==> src/rtl/rom_burst_reader.sv <==
// Burst sequencer for a 1-cycle-latency synchronous ROM, streaming words out on valid/ready through a 4-entry buffer.
// Optional feature: define CHECKSUM_EN to add a running XOR checksum output of the beats delivered in the current burst.
module rom_burst_reader #(
    parameter int WIDTH     = 8,
    parameter int DEPTH     = 16,
    parameter int DEPTH_LOG = $clog2(DEPTH)
) (
    input  logic                 clk,
    input  logic                 rst,
    input  logic                 start,
    input  logic [DEPTH_LOG-1:0] base_addr,
    input  logic [DEPTH_LOG:0]   burst_len,
    output logic                 busy,
    output logic                 done,
    output logic [DEPTH_LOG-1:0] rom_addr,
    input  logic [WIDTH-1:0]     rom_data,
    output logic [WIDTH-1:0]     out_data,
    output logic                 out_valid,
    input  logic                 out_ready
`ifdef CHECKSUM_EN
    ,
    output logic [WIDTH-1:0]     checksum
`endif
);

    localparam int FIFO_DEPTH = 4;
    localparam int PTR_W      = $clog2(FIFO_DEPTH);
    localparam int CNT_W      = PTR_W + 1;

    typedef enum logic [1:0] {IDLE, READ, DRAIN} state_t;

    state_t               state;
    logic [DEPTH_LOG:0]   remaining;
    logic                 vld_p1;
    logic                 vld_p2;
    logic [WIDTH-1:0]     mem [FIFO_DEPTH];
    logic [PTR_W-1:0]     wr_ptr;
    logic [PTR_W-1:0]     rd_ptr;
    logic [CNT_W-1:0]     fifo_count;
    logic [CNT_W-1:0]     pending;
    logic                 credit_ok;
    logic                 push;
    logic                 pop;
    logic                 last_beat;
    logic                 accept;

    function automatic logic [DEPTH_LOG-1:0] next_addr(input logic [DEPTH_LOG-1:0] a);
        if (a == DEPTH_LOG'(DEPTH - 1)) begin
            return '0;
        end
        return a + DEPTH_LOG'(1);
    endfunction

    always_comb begin
        out_valid = (fifo_count != '0);
        out_data  = out_valid ? mem[rd_ptr] : '0;
        push      = vld_p2;
        pop       = out_valid && out_ready;
        // Words already buffered plus those still travelling through the ROM must fit the buffer.
        pending   = fifo_count + CNT_W'(vld_p1) + CNT_W'(vld_p2);
        credit_ok = (pending < CNT_W'(FIFO_DEPTH));
        last_beat = pop && (fifo_count == CNT_W'(1)) && !vld_p1 && !vld_p2;
        accept    = (state == IDLE) && start && !done;
    end

    // Stage p1: address register; stage p2: ROM output register; then the buffer write.
    always_ff @(posedge clk) begin
        if (rst) begin
            state     <= IDLE;
            busy      <= 1'b0;
            done      <= 1'b0;
            rom_addr  <= '0;
            remaining <= '0;
            vld_p1    <= 1'b0;
            vld_p2    <= 1'b0;
        end else begin
            done   <= 1'b0;
            vld_p1 <= 1'b0;
            vld_p2 <= vld_p1;
            case (state)
                IDLE: begin
                    if (accept) begin
                        if (burst_len == '0) begin
                            done <= 1'b1;
                        end else begin
                            rom_addr  <= base_addr;
                            vld_p1    <= 1'b1;
                            remaining <= burst_len - (DEPTH_LOG + 1)'(1);
                            busy      <= 1'b1;
                            state     <= (burst_len == (DEPTH_LOG + 1)'(1)) ? DRAIN : READ;
                        end
                    end
                end
                READ: begin
                    // remaining counts addresses still to issue after the one in rom_addr.
                    if (credit_ok) begin
                        rom_addr  <= next_addr(rom_addr);
                        vld_p1    <= 1'b1;
                        remaining <= remaining - (DEPTH_LOG + 1)'(1);
                        if (remaining == (DEPTH_LOG + 1)'(1)) begin
                            state <= DRAIN;
                        end
                    end
                end
                DRAIN: begin
                    if (last_beat) begin
                        state <= IDLE;
                        busy  <= 1'b0;
                        done  <= 1'b1;
                    end
                end
                default: state <= IDLE;
            endcase
        end
    end

    always_ff @(posedge clk) begin
        if (rst) begin
            wr_ptr     <= '0;
            rd_ptr     <= '0;
            fifo_count <= '0;
        end else begin
            if (push) begin
                wr_ptr <= wr_ptr + PTR_W'(1);
            end
            if (pop) begin
                rd_ptr <= rd_ptr + PTR_W'(1);
            end
            case ({push, pop})
                2'b10:   fifo_count <= fifo_count + CNT_W'(1);
                2'b01:   fifo_count <= fifo_count - CNT_W'(1);
                default: fifo_count <= fifo_count;
            endcase
        end
    end

    always_ff @(posedge clk) begin
        if (push) begin
            mem[wr_ptr] <= rom_data;
        end
    end

`ifdef CHECKSUM_EN
    always_ff @(posedge clk) begin
        if (rst || accept) begin
            checksum <= '0;
        end else if (pop) begin
            checksum <= checksum ^ out_data;
        end
    end
`endif

endmodule

==> config.mk <==
export PLATFORM = sky130hd
export DESIGN_NAME = rom_burst_reader
export DESIGN_NICKNAME = d
export VERILOG_FILES = /design/src/rtl/rom_burst_reader.sv
export SDC_FILE = /design/constraint.sdc
export NUM_CORES = 1
export LEC_CHECK = 0
export ABC_AREA = 1
export CAP_MARGIN = 0
export CORE_UTILIZATION = 45
export DETAILED_ROUTE_END_ITERATION = 7
export DONT_BUFFER_PORTS = 1
export GPL_TIMING_DRIVEN = 0
export PLACE_DENSITY = 0.7
export RECOVER_POWER = 50
export SLEW_MARGIN = 15
export SYNTH_ARGS = -nofsm -noshare
export SYNTH_HDL_FRONTEND = slang
export SYNTH_SLANG_ARGS = --single-unit
==> constraint.sdc <==
create_clock -name clk -period 4.5 [get_ports clk]
set_input_delay 0.9 -clock clk [delete_from_list [all_inputs] [get_ports clk]]
set_output_delay 0.9 -clock clk [all_outputs]
set_load 0.01 [all_outputs]
==> results.sh <==
export IMPL_drc_errors=0
export IMPL_cts_sinks=56
export IMPL_final_fill_count=564
export IMPL_synth_edf_count=32
export IMPL_synth_area_mm2=0.00274
export IMPL_cts_setup_buffers=0
export IMPL_async_flop_share_pct=0
export IMPL_drive_gt1_share_pct=9.43
export IMPL_final_nets=353
export IMPL_p_leak_nw=1.22
export IMPL_ys_types=26
export IMPL_grt_antenna_before_repair=0
export IMPL_peakVddDrop_mv=0.294
export IMPL_fin_worst_skew_ns=0.00591
export IMPL_initial_utilization_pct=46.6
export IMPL_gp_congestion=0.806
export IMPL_yosysMostFrequentCell="nor2_1"
export IMPL_die_x_um=80.1
export IMPL_worst_pin_slew_ns=0.427
export IMPL_register_area_mm2=0.00144
export IMPL_cap_violations=0
export IMPL_syn_inst=310
export IMPL_ys_warn_count=0
export IMPL_first_iter_violations=58
export IMPL_holdBufCountCts=0
export IMPL_worst_setup_path_end_kind="output port"
export IMPL_reg2reg_to="fifo_count[2]"
export IMPL_slew_violations=0
export IMPL_startpoint_type="flop"
export IMPL_rows=28
export IMPL_cts_root_to_sink_buffers=2
export IMPL_crit_fanout=8
export IMPL_grt_pass1_vias=1852
export IMPL_die_area_mm2=0.00641
export IMPL_startpoint="fifo_count[0]"
export IMPL_synth_largest_area_cell="edfxtp_1"
export IMPL_synthFlopType="edfxtp_1"
export IMPL_via_per_inst=5.03
export IMPL_wl_per_cell_um=12.9
export IMPL_synth_common_cells="62 x nor2_1, 41 x nand2_1, 34 x o21ai_0"
export IMPL_multi_input_comb_area_mm2=0.00113
export IMPL_slew_headroom_pct=71.5
export IMPL_holdWs_ns=0.475
export IMPL_worstReg2RegStart="fifo_count[0]"
export IMPL_worstRegToRegCells=8
export IMPL_clock_fmax_ghz=0.371
export IMPL_yosysSeqAreaShare_pct=52.5
export IMPL_avgSynthCellArea_um2=8.85
export IMPL_clk_root_buffer_cell="clkbuf_8"
export IMPL_io_pins=36
export IMPL_drtAntennaViolNets=0
export IMPL_grt_overflow=0
export IMPL_worstSetupPathType="reg -> out"
export IMPL_grt_total_usage_pct=16.9
export IMPL_clkLatencyLatePin_ns=0.31
export IMPL_cts_buffers=5
export IMPL_grt_pass1_wl_um=8190
export IMPL_area_delta_synth_final_pct=6.84
export IMPL_synthesis_nets=346
export IMPL_status="finished clean"
export IMPL_antenna_cells=0
export IMPL_cts_resized=0
export IMPL_wirelength_um=5070
export IMPL_ys_top_cells_by_area="edfxtp_1 35%, dfxtp_1 18%, nor2_1 8.5%"
export IMPL_crit_arrival_ns=1.79
export IMPL_cts_tree="built"
export IMPL_holdCritPathClass="reg -> reg"
export IMPL_cp_endpoint="out_data[4]"
export IMPL_fin_crit_ns=2.69
export IMPL_rrSetupSlack_ns=2.59
export IMPL_h_tree_depth=2
export IMPL_grt_start_max_net_pins=20
export IMPL_dpl_hpwl_um=3620
export IMPL_fin_crit_sh_pct=59.8
export IMPL_port_buffer_count=0
export IMPL_die_h_um=80.1
export IMPL_rsz0062_at_grt="no"
export IMPL_coreArea_mm2=0.00589
export IMPL_setup_tns_ns=0
export IMPL_clk_pin_slew_ns=0.10
export IMPL_hold_violations=0
export IMPL_critPathRequiredTime_ns=3.60
export IMPL_powerDensity_mw_per_mm2=553
export IMPL_synth_top_area_share_pct=35.0
export IMPL_first_pass_iters=6
export IMPL_num_vias=1978
export IMPL_setup_viol=0
export IMPL_yosys_register_bits=56
per-stage QoR:
stage	instance area (um2)	instances	total power [mW]	worst slack, ns	utilization (%)
3_5_place_dp	2840	385	1.35	2.11	48.2
6_report	2930	393	1.62	1.81	49.8
2_1_floorplan	2740	310	1.21	2.43	-
5_1_grt	2930	393	1.75	1.66	49.8
4_1_cts	2930	393	1.63	1.76	49.8
3_3_place_gp	2840	385	1.33	2.15	48.2
cell usage in the layout (no fill, tap or decap), types with 2 or more instances in the layout:
cell	netlist	final
inv_2	4	4
nor2_2	2	2
xnor2_1	3	3
nand2_1	41	41
nand4_1	4	4
nand2_2	3	3
buf_2	5	5
dfxtp_1	24	24
a21oi_1	19	19
nand2_4	2	2
o21ai_0	34	34
nand3_1	9	9
clkbuf_8	0	5
clkbuf_1	2	2
nand3_2	3	3
nor2_1	62	62
ha_1	15	15
o21ai_1	5	5
inv_6	0	2
edfxtp_1	32	32
xor2_1	4	4
inv_1	31	31
how the worst min path moves through the flow:
stage	slack [ns]	startpoint	endpoint	depth (start not counted)
4_1_cts	0.48	vld_p1	push	2
5_1_grt	0.50	vld_p1	push	2
2_1_floorplan	0.42	vld_p1	push	2
6_report	0.48	vld_p1	push	2
3_5_place_dp	0.46	vld_p1	push	2
3_3_place_gp	0.45	vld_p1	push	2
cells by family (layout without fill, tap and decap cells):
logic type               after synthesis  in the layout  synth area share (%)
AND/OR/NAND/NOR                      128            128                  20.4
XOR/XNOR                               7              7                  2.23
AO/OA/AOI/OAI                         60             60                  11.4
flip-flops                            56             56                  52.5
adder cells (fa/ha/maj)               15             15                  6.84
buffers and inverters                 43             51                  6.20
multiplexers                           1              1                 0.365
worst max-delay path, cell delays in order, from the launching register on:
cell	delay (ns)
dfxtp_1	0.46
inv_1	0.10
ha_1	0.25
nand2_1	0.17
inv_1	0.19
a21oi_1	0.31
flip-flops by register name, summed over array words and instances (netlist names), named ones only:
signal	cells
busy	1
push	1
fifo_count	3
rd_ptr	2
rom_addr	4
wr_ptr	2
mem	32
state	2
done	1
remaining	5
vld_p1	1
metal layers:
layer  track usage, %  vias to the layer above  share of wire, %
met5                0                        -                 0
met4             5.36                        0               1.6
met3             3.86                        7               3.4
met2             29.1                       33                48
met1             20.8                      905                47
li1                 -                     1033                 -
report_power, final:
part	switching (mW)	internal (mW)	leakage (nW)
sequential	0.0856	0.626	0.487
clock	0.170	0.114	0.0452
combinational	0.413	0.212	0.692
total	0.668	0.953	1.22
layout make-up:
cell class / count / area share, %
buffer: 7 / 1.11
tap: 75 / 3.20
clock inverter: 3 / 0.854
inverter: 36 / 4.69
multi-input combinational: 211 / 38.6
clock buffer: 5 / 2.35
sequential: 56 / 49.2
No activity file was read; power rests on OpenSTA's default activity.
